<file path="src/rtl/seq_alu_pkg.sv">
// Shared definitions for seq_alu: opcode and FSM state encodings.
package seq_alu_pkg;

    localparam int ALU_FN_W = 4;

    // Codes 0-7 keep the legacy 3-bit datapath encoding.
    typedef enum logic [ALU_FN_W-1:0] {
        kADD = 4'd0,
        kOR  = 4'd1,
        kXOR = 4'd2,
        kAND = 4'd3,
        kLT  = 4'd4,
        kEQ  = 4'd5,
        kSLL = 4'd6,
        kSRL = 4'd7,
        kSUB = 4'd8,
        kSRA = 4'd9,
        kMUL = 4'd10
    } alu_op_t;

    typedef enum logic [1:0] {
        IDLE = 2'd0,
        BUSY = 2'd1,
        DONE = 2'd2
    } alu_state_t;

endpackage

</file>
<file path="src/rtl/seq_alu_if.sv">
// Operation/result handshake bundle between the operand source and seq_alu.
interface seq_alu_if #(
    parameter int WIDTH = 8
);
    import seq_alu_pkg::*;

    logic                InValid;
    logic                InReady;
    logic [WIDTH-1:0]    InputA;
    logic [WIDTH-1:0]    InputB;
    logic [ALU_FN_W-1:0] Function;
    logic                OutValid;
    logic                OutReady;
    logic [WIDTH-1:0]    Out;
    logic                takeBranch;
    logic                Zero;
    logic                Carry;
    logic                Illegal;

    modport master (
        output InValid, InputA, InputB, Function, OutReady,
        input  InReady, OutValid, Out, takeBranch, Zero, Carry, Illegal
    );

    modport slave (
        input  InValid, InputA, InputB, Function, OutReady,
        output InReady, OutValid, Out, takeBranch, Zero, Carry, Illegal
    );

endinterface

</file>
<file path="src/rtl/seq_alu_mul.sv">
// Iterative unsigned shift-add multiplier, one multiplier bit per clock.
// Only instantiated when SEQ_ALU_MUL_EN is defined.
module seq_alu_mul #(
    parameter int WIDTH = 8
) (
    input  logic               Clk,
    input  logic               Reset,
    input  logic               start,
    input  logic [WIDTH-1:0]   a,
    input  logic [WIDTH-1:0]   b,
    output logic               done,
    output logic [2*WIDTH-1:0] product
);
    localparam int CW = $clog2(WIDTH + 1);

    logic [CW-1:0]        cnt_p1;
    logic [2*WIDTH-1:0]   acc_p1;
    logic [2*WIDTH-1:0]   mcand_p1;
    logic [WIDTH-1:0]     mplier_p1;

    always_ff @(posedge Clk) begin
        if (Reset) begin
            cnt_p1 <= '0;
        end else if (start) begin
            cnt_p1 <= CW'(WIDTH);
        end else if (cnt_p1 != '0) begin
            cnt_p1 <= cnt_p1 - CW'(1);
        end
    end

    always_ff @(posedge Clk) begin
        if (start) begin
            acc_p1    <= '0;
            mcand_p1  <= {{WIDTH{1'b0}}, a};
            mplier_p1 <= b;
        end else if (cnt_p1 != '0) begin
            acc_p1    <= product;
            mcand_p1  <= mcand_p1 << 1;
            mplier_p1 <= mplier_p1 >> 1;
        end
    end

    // product is the accumulator after the current bit; on the last bit it is final.
    assign product = acc_p1 + (mplier_p1[0] ? mcand_p1 : '0);
    assign done    = (cnt_p1 == CW'(1));

endmodule

</file>
<file path="src/rtl/seq_alu.sv">
// Registered ALU with valid/ready handshake; iterative MUL present when
// SEQ_ALU_MUL_EN is defined, otherwise MUL decodes as an illegal opcode.
module seq_alu
    import seq_alu_pkg::*;
#(
    parameter int WIDTH = 8,
    parameter int SHW   = $clog2(WIDTH)
) (
    input logic       Clk,
    input logic       Reset,
    seq_alu_if.slave  bus
);

    function automatic logic sh_in_range(input logic [WIDTH-1:0] amt);
        return (amt[WIDTH-1:SHW] == '0) && (amt[SHW-1:0] <= SHW'(WIDTH - 1));
    endfunction

    alu_state_t               state_p1;
    alu_state_t               state_nxt;
    alu_op_t                  op;
    logic                     in_ready;
    logic                     accept;
    logic                     is_mul;
    logic                     mul_done;
    logic                     load_alu;
    logic                     load_mul;
    logic                     vld_p1;
    logic [WIDTH:0]           sum_p0;
    logic [WIDTH:0]           diff_p0;
    logic signed [WIDTH-1:0]  a_s;
    logic [SHW-1:0]           sh;
    logic                     sh_ok;
    logic [WIDTH-1:0]         res_p0;
    logic                     carry_p0;
    logic                     illegal_p0;
    logic [WIDTH-1:0]         nxt_res;
    logic                     nxt_carry;
    logic                     nxt_illegal;
    logic [WIDTH-1:0]         out_p1;
    logic                     zero_p1;
    logic                     carry_p1;
    logic                     illegal_p1;
    logic                     branch_p1;

    assign op      = alu_op_t'(bus.Function);
    assign sum_p0  = {1'b0, bus.InputA} + {1'b0, bus.InputB};
    assign diff_p0 = {1'b0, bus.InputA} - {1'b0, bus.InputB};
    assign a_s     = $signed(bus.InputA);
    assign sh      = bus.InputB[SHW-1:0];
    assign sh_ok   = sh_in_range(bus.InputB);

    // Stage p0: single-cycle datapath on the operands offered this cycle.
    always_comb begin
        res_p0     = '0;
        carry_p0   = 1'b0;
        illegal_p0 = 1'b0;
        case (op)
            kADD: begin
                res_p0   = sum_p0[WIDTH-1:0];
                carry_p0 = sum_p0[WIDTH];
            end
            kOR:  res_p0 = bus.InputA | bus.InputB;
            kXOR: res_p0 = bus.InputA ^ bus.InputB;
            kAND: res_p0 = bus.InputA & bus.InputB;
            kLT:  res_p0 = {{(WIDTH-1){1'b0}}, (bus.InputA < bus.InputB)};
            kEQ:  res_p0 = {{(WIDTH-1){1'b0}}, (bus.InputA == bus.InputB)};
            kSLL: res_p0 = sh_ok ? (bus.InputA << sh) : '0;
            kSRL: res_p0 = sh_ok ? (bus.InputA >> sh) : '0;
            kSUB: begin
                res_p0   = diff_p0[WIDTH-1:0];
                carry_p0 = diff_p0[WIDTH];
            end
            kSRA: res_p0 = sh_ok ? $unsigned(a_s >>> sh) : {WIDTH{bus.InputA[WIDTH-1]}};
`ifdef SEQ_ALU_MUL_EN
            kMUL: res_p0 = '0;
`endif
            default: illegal_p0 = 1'b1;
        endcase
    end

`ifdef SEQ_ALU_MUL_EN
    logic [2*WIDTH-1:0] mul_product;

    assign is_mul = (op == kMUL);

    seq_alu_mul #(.WIDTH(WIDTH)) u_mul (
        .Clk     (Clk),
        .Reset   (Reset),
        .start   (accept && is_mul),
        .a       (bus.InputA),
        .b       (bus.InputB),
        .done    (mul_done),
        .product (mul_product)
    );
`else
    assign is_mul   = 1'b0;
    assign mul_done = 1'b0;
`endif

    always_ff @(posedge Clk) begin
        if (Reset) begin
            state_p1 <= IDLE;
        end else begin
            state_p1 <= state_nxt;
        end
    end

    always_comb begin
        state_nxt = state_p1;
        case (state_p1)
            IDLE: if (accept) state_nxt = is_mul ? BUSY : DONE;
            BUSY: if (mul_done) state_nxt = DONE;
            DONE: if (bus.OutReady) state_nxt = accept ? (is_mul ? BUSY : DONE) : IDLE;
            default: state_nxt = IDLE;
        endcase
    end

    always_comb begin
        in_ready = !Reset && (state_p1 == IDLE || (state_p1 == DONE && bus.OutReady));
        accept   = bus.InValid && in_ready;
        load_alu = accept && !is_mul;
        load_mul = (state_p1 == BUSY) && mul_done;
        vld_p1   = (state_p1 == DONE);
    end

    always_comb begin
        nxt_res     = res_p0;
        nxt_carry   = carry_p0;
        nxt_illegal = illegal_p0;
`ifdef SEQ_ALU_MUL_EN
        if (load_mul) begin
            nxt_res     = mul_product[WIDTH-1:0];
            nxt_carry   = |mul_product[2*WIDTH-1:WIDTH];
            nxt_illegal = 1'b0;
        end
`endif
    end

    // Stage p1: result registers, held until the next load.
    always_ff @(posedge Clk) begin
        if (Reset) begin
            out_p1     <= '0;
            zero_p1    <= 1'b1;
            carry_p1   <= 1'b0;
            illegal_p1 <= 1'b0;
            branch_p1  <= 1'b0;
        end else if (load_alu || load_mul) begin
            out_p1     <= nxt_res;
            zero_p1    <= (nxt_res == '0);
            carry_p1   <= nxt_carry;
            illegal_p1 <= nxt_illegal;
            branch_p1  <= (nxt_res != '0);
        end
    end

    assign bus.InReady    = in_ready;
    assign bus.OutValid   = vld_p1;
    assign bus.Out        = out_p1;
    assign bus.Zero       = zero_p1;
    assign bus.Carry      = carry_p1;
    assign bus.Illegal    = illegal_p1;
    assign bus.takeBranch = branch_p1;

endmodule
</file>
<file path="src/flat_wrapper.sv">
// flat-port wrapper written by rule: the top's interface ports become plain ports
module seq_alu_flat import seq_alu_pkg::*;
#(
    parameter int WIDTH = 8,
    parameter int SHW   = $clog2(WIDTH)
)
  (Clk, Reset, bus_InValid, bus_InputA, bus_InputB, bus_Function, bus_OutReady, bus_InReady, bus_OutValid, bus_Out, bus_takeBranch, bus_Zero, bus_Carry, bus_Illegal);
  seq_alu_if #(.WIDTH(WIDTH)) bus_i ();
  input logic Clk;
  input logic Reset;
  input wire logic [$bits(bus_i.InValid)-1:0] bus_InValid;
  input wire logic [$bits(bus_i.InputA)-1:0] bus_InputA;
  input wire logic [$bits(bus_i.InputB)-1:0] bus_InputB;
  input wire logic [$bits(bus_i.Function)-1:0] bus_Function;
  input wire logic [$bits(bus_i.OutReady)-1:0] bus_OutReady;
  output wire logic [$bits(bus_i.InReady)-1:0] bus_InReady;
  output wire logic [$bits(bus_i.OutValid)-1:0] bus_OutValid;
  output wire logic [$bits(bus_i.Out)-1:0] bus_Out;
  output wire logic [$bits(bus_i.takeBranch)-1:0] bus_takeBranch;
  output wire logic [$bits(bus_i.Zero)-1:0] bus_Zero;
  output wire logic [$bits(bus_i.Carry)-1:0] bus_Carry;
  output wire logic [$bits(bus_i.Illegal)-1:0] bus_Illegal;
  assign bus_i.InValid = bus_InValid;
  assign bus_i.InputA = bus_InputA;
  assign bus_i.InputB = bus_InputB;
  assign bus_i.Function = bus_Function;
  assign bus_i.OutReady = bus_OutReady;
  assign bus_InReady = bus_i.InReady;
  assign bus_OutValid = bus_i.OutValid;
  assign bus_Out = bus_i.Out;
  assign bus_takeBranch = bus_i.takeBranch;
  assign bus_Zero = bus_i.Zero;
  assign bus_Carry = bus_i.Carry;
  assign bus_Illegal = bus_i.Illegal;
  seq_alu #(.WIDTH(WIDTH), .SHW(SHW)) u_core (.Clk(Clk), .Reset(Reset), .bus(bus_i));
endmodule
</file>
<file path="config.mk">
export PLATFORM = sky130hd
export DESIGN_NAME = seq_alu_flat
export DESIGN_NICKNAME = d
export VERILOG_FILES = /design/src/rtl/seq_alu_pkg.sv /design/src/rtl/seq_alu_if.sv /design/src/rtl/seq_alu_mul.sv /design/src/rtl/seq_alu.sv /design/src/flat_wrapper.sv
export SDC_FILE = /design/constraint.sdc
export NUM_CORES = 1
export LEC_CHECK = 0
export CAP_MARGIN = 20
export CORE_MARGIN = 2
export CORE_UTILIZATION = 50
export DETAILED_ROUTE_END_ITERATION = 12
export GPL_TIMING_DRIVEN = 0
export MAX_ROUTING_LAYER = met4
export PLACE_DENSITY = 0.75
export SETUP_SLACK_MARGIN = 0.3
export SYNTH_ARGS = -nofsm -noshare
export SYNTH_HDL_FRONTEND = slang
export SYNTH_SLANG_ARGS = --single-unit
</file>
<file path="constraint.sdc">
create_clock -name Clk -period 4.71 [get_ports Clk]
set_input_delay 0.7065 -clock Clk [delete_from_list [all_inputs] [get_ports Clk]]
set_output_delay 0.7065 -clock Clk [all_outputs]
set_load 0.005 [all_outputs]
</file>
After elaboration in Yosys (flattened, before gate mapping)
Index checks and enable logic that the tools add are counted.

storage, ports and cells
  register bits after elaboration = 14
  output and inout bits = 14
  logic and storage cells = 54

operators by class
  add/subtract/negate cells = 2
  order comparisons = 2
  equal/unequal tests = 14
  shift-type cells = 3
  multiplexer cells = 10
  bitwise logic cells = 4
  reduce and logical (&&, ||, !) cells = 13

operator list
  kind                                                             count
  8-bit case mux with 10 select lines                              1
  8-bit 2-to-1 mux                                                 3
  4-bit by 3-bit == test with 1-bit output, second input constant  4
  10-bit OR reduction                                              1
  8-bit by 8-bit adder with 9-bit output                           1
  8-bit by 8-bit subtractor with 9-bit output                      1
  8-bit bitwise AND                                                1
  4-bit by 2-bit == test with 1-bit output, second input constant  2
  4-bit == test, second input constant                             2
  8-bit == test                                                    1
  8-bit logical NOT                                                1
  8-bit < comparator                                               1
  8-bit bitwise OR                                                 1
  8-bit nonzero test                                               1
  8-bit by 3-bit left shift with 8-bit output                      1
  8-bit by 3-bit right shift with 8-bit output                     1
  8-bit by 3-bit >>> shifter with 8-bit output                     1
  8-bit XOR                                                        1
  2-bit 2-to-1 mux                                                 3
  2-bit case mux with 3 select lines                               1
  5-bit logical NOT                                                1
  4-bit by 1-bit == test with 1-bit output, second input constant  1
  1-bit logical AND                                                4
  4-bit logical NOT                                                1
  other kinds (12)                                                 12

Depth between registers and ports, before layout
Gate-level depths: netlist (run 1).

  word-level depth = 8
  depth in mapped cells = 10
  mapped depth without buffers = 10

Worst setup path after synthesis (run 1)
No wires, ideal clock.

  kind = input to register
  start = in bus_InputB[1]
  end = reg u_core.branch_p1, in the netlist u_core.bus.takeBranch
  setup time = 118 ps
  data arrival time = 2746 ps
  data required time = 4592 ps
  slack = 1846 ps
  stages on the path = 10
  path buffers = 1
  cell sequence = buf_2 -> inv_1 -> fa_1 -> nand2b_1 -> a211oi_1 -> nand2_1 -> and4b_2 -> a2111oi_0 -> and4_1 -> a21oi_1

on the way
  cells in the longest elaborated chain, start to end = 5
  elaborated cells between the ends (all ways) = 17
  those cells by class = 2 x add/sub; 2 x order compare; 1 x eq/ne; 3 x shift; 4 x mux; 3 x bitwise; 2 x reduce/logical

RTL lines
  item                                                                                 line                RTL
  from (decl)                                                                          flat_wrapper.sv:13  input wire logic [$bits(bus_i.InputB)-1:0] bus_InputB;
  branches (longest 3 deep; another with 8-bit by 8-bit subtractor with 9-bit output)  --
  8-bit case mux with 10 select lines *                                                seq_alu.sv:57       case (op)
  8-bit nonzero test *                                                                 seq_alu.sv:152      branch_p1 <= (nxt_res != '0);
  to (signal assigned)                                                                 seq_alu.sv:152
  to (decl)                                                                            seq_alu.sv:43       logic branch_p1;

Mark *: on every way between the ends.
A chain may end at the register's enable or synchronous reset.

Final worst setup path (run 1)
Ends and elaborated chain as after synthesis.

==> impl_metrics.ini, run 1 <==
[synth]
synth_fp_nets = 366
yosys_warnings = 0
ys_ff_latch = 13
async_reset_ff_frac = 0
ys.flop_type = dfxtp_1
synth_enable_flop_cells = 0
syn-cell-area_sq_um = 2480
ys_types = 76
synth_seq_area_share = 0.105
avgSynthCellArea_sq_um = 7.88
synth_cells = 315

[global_route]
grt_max_degree = 12
track_usage = 0.288
antenna_found_initial = 0
grt_pass1_vias = 2352
overflow = 0
grt_pass1_wl_um = 12000

[worst_setup_path]
crit_path_max_incr_delay_ns = 0.67
crit_path_start_kind = primary input
path_cells = clkdlybuf4s50_1 -> buf_2 -> inv_1 -> fa_1 -> nand2b_1 -> a211oi_1 -> nand2_1 -> and4b_2 -> a2111oi_0 -> and4_1 -> a21oi_1
critPathKind = in2reg
endpoint_kind = flip-flop
slowest_stage = clkdlybuf4s50_1
crit_arrival_ns = 4.12
cp_max_fo = 10
required_ns = 4.85
path_buf_inv = 3
critical-path-top-delay-family = buffers and inverters

[placement]
io_buffers = 37
dp_hpwl_um = 6000
place_congestion = 1.02

[layout]
num_antenna_cells = 0
drive_gt1_frac = 0.115
nNetsFinal = 409
post-route-util = 0.628
syn2layout_area_growth_pct = 20.3

[sta]
min_period_over_period = 0.845
slew_headroom = 0.310
min_period_ns = 3.98
fmax_mhz = 251
setup_viol = 0
worstMarginPinSlew_ns = 1.02
fin_tns_setup_ns = 0
hold_viol_final = 0
finClkSkew_ns = 0.00111
finalMaxSlewViolations = 0
rsz0062_at_grt = no

[clock_network]
clk_pin_slew_worst_paths_ns = 0.05
ctsResizeCount = 0
insertion_delay_ns = 0.24
postCtsSetupBuffers = 0
cts-hold-fix-buffers = 0
clockBufferDepth = 2
cts_htree_levels = 1
numClockSinks = 13
cts_root_buf = clkbuf_8
cts_made_buffers = 3
cts_tree = yes

[drt]
drt_iter0_markers = 252
dr.pass1.iters = 5
wl_met2_um = 3470
wl_per_cell_um = 17.9
dr.max_layer_used = met4
drc = 0
wl_um = 7580
drt-met1-wl_um = 3290
dr_total_vias = 2658
viasPerCell = 6.27
wl_met3_um = 648
ant_nets = 0

[pwr]
power_leakage_nw = 1.23
peakVddDrop_mv = 0.0755
p_per_area_nw_per_um2 = 157

[die]
rows = 25
start_util = 0.522
die_h_um = 74.5
pin_count = 38
fp.dieArea_sq_um = 5540
die_x_um = 74.5
core_area_sq_um = 4750

[worst_hold_path]
hp-class = reg2reg

[flow_run]
drv_cap = 0

[run_status]
outcome = complete, no violations
-- placed cells by master (no fill, tap or decap), types with 3 or more instances in the layout --
cell / n
mux2i_1: 10
buf_2: 7
dfxtp_1: 13
mux4_2: 7
mux2_2: 3
xnor2_1: 5
clkbuf_1: 6
ha_1: 25
o211a_1: 4
a211oi_1: 8
clkdlybuf4s50_1: 37
o31ai_1: 5
a21oi_1: 16
o211ai_1: 6
nor2b_1: 4
nand3_1: 4
a22o_1: 4
or3_1: 4
clkbuf_8: 8
nor4_1: 4
inv_1: 28
o21ai_0: 14
o22ai_1: 3
nor3_1: 9
o21ai_1: 3
nand2_1: 24
and2_1: 3
nand2b_1: 7
nor2_1: 23
-- where the power goes --
part | leakage [nW] | total [mW] | internal, mW | switching, mW
clock network | 0.0228 | 0.100 | 0.0598 | 0.0404
logic | 1.10 | 0.247 | 0.112 | 0.135
registers | 0.107 | 0.121 | 0.117 | 0.00369
-- cells by family after synthesis --
group | count (synthesis) | share of synthesized area
buffers and inverters | 47 | 0.100
adder cells (fa/ha/maj) | 27 | 0.142
flip-flops | 13 | 0.105
multiplexers | 20 | 0.117
AO/OA/AOI/OAI | 95 | 0.276
XOR/XNOR | 6 | 0.0212
AND/OR/NAND/NOR | 107 | 0.238
-- through the flow --
step / cells / hold slack, ns / power (mW) / cell area [sq um] / setup slack [ns]
after floorplan: 315 / 0.439 / 0.275 / 2480 / 1.85
after global placement: 419 / 0.438 / 0.363 / 2940 / 0.488
after detailed placement: 419 / 0.441 / 0.365 / 2940 / 0.467
after CTS: 423 / 0.457 / 0.465 / 2980 / 0.717
after global routing: 424 / 0.483 / 0.494 / 2990 / 0.438
final: 424 / 0.463 / 0.468 / 2990 / 0.729
-- sequential cells by signal, summed over array words and instances, names as in the netlist --
signal	count
u_core.bus.Illegal	1
u_core.bus.Out	8
u_core.bus.takeBranch	1
u_core.bus.Zero	1
u_core.state_p1	1
u_core.bus.Carry	1
-- cell type report --
class                   instances  area (sq um)
well taps                      67          83.8
repair buffers                 38           375
flip-flops and latches         13           260
fillers                       473          1770
inverters                      28           105
plain buffers                  19           144
clock buffers                   4          45.0
multi-input cells             255          1970
-- metal layers --
layer,GRT usage,vias up
met5,-,-
met4,0.0734,0
met3,0.0217,18
met2,0.451,134
met1,0.403,1250
li1,-,1256
-- worst reg2reg max path, stage by stage, from the launching register on --
cell      delay (ns)
dfxtp_1         0.30
nor2b_1         0.13
nor2_1          0.18
nand2_1         0.16
a2111o_1        0.37
nor3b_1         0.29
and4_1          0.27
a21oi_1         0.07
-- synth_stat cells, drive strengths merged (7+ instances only) --
cell type / n / share of area
inv: 28 / 0.042
nor2: 23 / 0.035
mux2i: 10 / 0.040
buf: 9 / 0.023
a211oi: 8 / 0.024
dfxtp: 13 / 0.10
a21oi: 16 / 0.032
ha: 25 / 0.13
nand2: 24 / 0.036
nor3: 9 / 0.018
nand2b: 7 / 0.018
o21ai: 17 / 0.034
clkbuf: 10 / 0.035
mux4: 7 / 0.064
-- worst paths after layout --
path,startpoint,endpoint,slack [ns],cells after the start
worst min register to register,u_core.bus.Out[3]$_SDFFE_PP0P_,u_core.bus.Out[3]$_SDFFE_PP0P_,0.46,2
worst min-delay path,u_core.bus.Out[3]$_SDFFE_PP0P_,u_core.bus.Out[3]$_SDFFE_PP0P_,0.46,2
worst max-delay path,bus_InputB[1],u_core.bus.takeBranch$_SDFFE_PP0P_,0.73,11
worst max register to register,u_core.state_p1[1]$_SDFFE_PP0P_,u_core.bus.takeBranch$_SDFFE_PP0P_,2.83,7
Note: power is estimated with default switching activity, not from simulation.
==> inputs of run 2 (changes only) <==
--- a/config.mk
+++ b/config.mk
@@ -11,7 +11,7 @@
 export DETAILED_ROUTE_END_ITERATION = 12
 export GPL_TIMING_DRIVEN = 0
 export MAX_ROUTING_LAYER = met4
-export PLACE_DENSITY = 0.75
+export PLACE_DENSITY = 0.78
 export SETUP_SLACK_MARGIN = 0.3
 export SYNTH_ARGS = -nofsm -noshare
 export SYNTH_HDL_FRONTEND = slang
==> constraint.sdc (replaced) <==
create_clock -name Clk -period 3.6 [get_ports Clk]
set_input_delay 0.54 -clock Clk [delete_from_list [all_inputs] [get_ports Clk]]
set_output_delay 0.54 -clock Clk [all_outputs]
set_load 0.005 [all_outputs]
==> run 2 against run 1 <==
Net effect: die area stayed put; clock skew grew 0.00072 ns; clock-buffer cell count is the same; first-iteration DRC count increased by 1.6%; final area rose by 1.1%; via count rose by 1.3%; largest cell class unchanged; final cell count rose by 0.24%; critical path depth shrank 1; sequential share of layout area fell by 0.094 points.
==> impl_metrics.ini, run 2 (synthesized netlist as in run 1, its figures left out) <==
[pwr]
power_leakage_nw = 1.26
peakVddDrop_mv = 0.114
p_per_area_nw_per_um2 = 204

[drt]
ant_nets = 0
viasPerCell = 6.34
wl_met2_um = 3520
wl_um = 7530
dr_total_vias = 2693
drt-met1-wl_um = 3250
dr.max_layer_used = met4
drt_iter0_markers = 256
dr.pass1.iters = 5
wl_met3_um = 577
drc = 0
wl_per_cell_um = 17.7

[sta]
slew_headroom = 0.551
min_period_ns = 3.18
fmax_mhz = 315
worstMarginPinSlew_ns = 0.667
min_period_over_period = 0.883
finClkSkew_ns = 0.00184
rsz0062_at_grt = no
finalMaxSlewViolations = 0
hold_viol_final = 0
setup_viol = 0
hold_slack_ns = 0.453
fin_tns_setup_ns = 0
worst_slack_ns = 0.423

[flow_run]
drv_cap = 0

[clock_network]
cts_tree = yes
insertion_delay_ns = 0.25
cts-hold-fix-buffers = 0
clockBufferDepth = 2
clk_pin_slew_worst_paths_ns = 0.05
cts_made_buffers = 3
cts_htree_levels = 1
cts_root_buf = clkbuf_8
postCtsSetupBuffers = 0
numClockSinks = 13
ctsResizeCount = 5

[worst_setup_path]
cp_max_fo = 8
critPathLaunch = bus_InputA[1]
r2r_start = u_core.state_p1[1]$_SDFFE_PP0P_
timing.rr.end = u_core.bus.Zero$_SDFFE_PP1P_
crit_arrival_ns = 3.36
critPathKind = in2reg
crit_path_start_kind = primary input
endpoint_kind = flip-flop
crit_end = u_core.bus.Zero$_SDFFE_PP1P_
required_ns = 3.78
reg2reg_slack_ns = 1.69
r2r_cells = 7

[layout]
nNetsFinal = 410
drive_gt1_frac = 0.131
mostFrequentLayoutCell = clkdlybuf4s50_1
post-route-util = 0.635
n_fill_cell = 424
num_antenna_cells = 0
syn2layout_area_growth_pct = 21.6
largest_reg_flops = 8
layout_common_cells = clkdlybuf4s50_1 (34), inv_1 (28), ha_1 (25), nand2_1 (24), nor2_1 (23)
stdcell_area_sq_um = 3020

[global_route]
grt_max_degree = 12
overflow = 0
antenna_found_initial = 0
grt_pass1_vias = 2488
track_usage = 0.289
grt_pass1_wl_um = 12000

[run_status]
outcome = complete, no violations

[worst_hold_path]
hp-class = reg2reg
min-delay-start = u_core.bus.Out[3]$_SDFFE_PP0P_

[die]
die_x_um = 74.5
die_h_um = 74.5
core_area_sq_um = 4750
start_util = 0.522
fp.dieArea_sq_um = 5540
pin_count = 38
rows = 25

[placement]
dp_slack_ns = -0.465
postPlaceCellArea_sq_um = 2940
dp_hpwl_um = 6010
io_buffers = 37
place_congestion = 1.01
==> run 2: changes by cell type in the layout (fill, tap and decap cells not counted) <==
cell | before | now
a2111oi_0 | 1 | 0
a2111oi_2 | 0 | 1
a211oi_1 | 8 | 6
a211oi_2 | 0 | 2
buf_2 | 7 | 8
clkdlybuf4s15_2 | 0 | 1
clkdlybuf4s50_1 | 37 | 34
dlymetal6s2s_1 | 0 | 2
nor3b_1 | 2 | 1
nor3b_2 | 0 | 1
==> run 2: how the worst min path moves through the flow <==
stage	depth (start not counted)	slack (ns)	to
final	2	0.45	u_core.bus.Out[3]$_SDFFE_PP0P_
after CTS	2	0.45	u_core.bus.Out[3]$_SDFFE_PP0P_
after global placement	2	0.43	u_core.bus.Out[3]$_SDFFE_PP0P_
after global routing	2	0.49	u_core.bus.Out[3]$_SDFFE_PP0P_
after detailed placement	2	0.44	u_core.bus.Out[3]$_SDFFE_PP0P_
after floorplan	2	0.44	u_core.bus.Out[3]$_SDFFE_PP0P_
==> run 2: area by class of cell <==
cell class,instances,area (sq um),area share
inverters,28,105,0.0348
multi-input cells,255,1990,0.661
plain buffers,19,144,0.0477
well taps,67,83.8,0.0278
clock buffers,4,45.0,0.0149
repair buffers,39,387,0.128
flip-flops and latches,13,260,0.0862
==> run 2: per-stage QoR <==
stage	power, mW	cells
3_3_place_gp	0.472	419
6_report	0.616	425
2_1_floorplan	0.360	315
4_1_cts	0.610	423
3_5_place_dp	0.476	419
5_1_grt	0.651	425
==> run 2: critical path, stage by stage <==
cell and delay, ns:
clkdlybuf4s50_1 0.63, inv_1 0.17, ha_1 0.37, o21bai_1 0.16, a21oi_1 0.13, o31a_1 0.33
a221o_1 0.35, a211oi_2 0.28, and4_1 0.26, o2bb2ai_1 0.12
==> run 2: where the power goes <==
part / switching [mW] / internal (mW)
registers: 0.00477 / 0.153
logic: 0.177 / 0.148
clock network: 0.0537 / 0.0784
total: 0.235 / 0.380
==> run 2: routing by layer <==
layer / GRT usage / up-vias
met1: 0.378 / 1278
li1: - / 1264
met3: 0.0325 / 21
met5: - / -
met4: 0.119 / 0
met2: 0.452 / 130
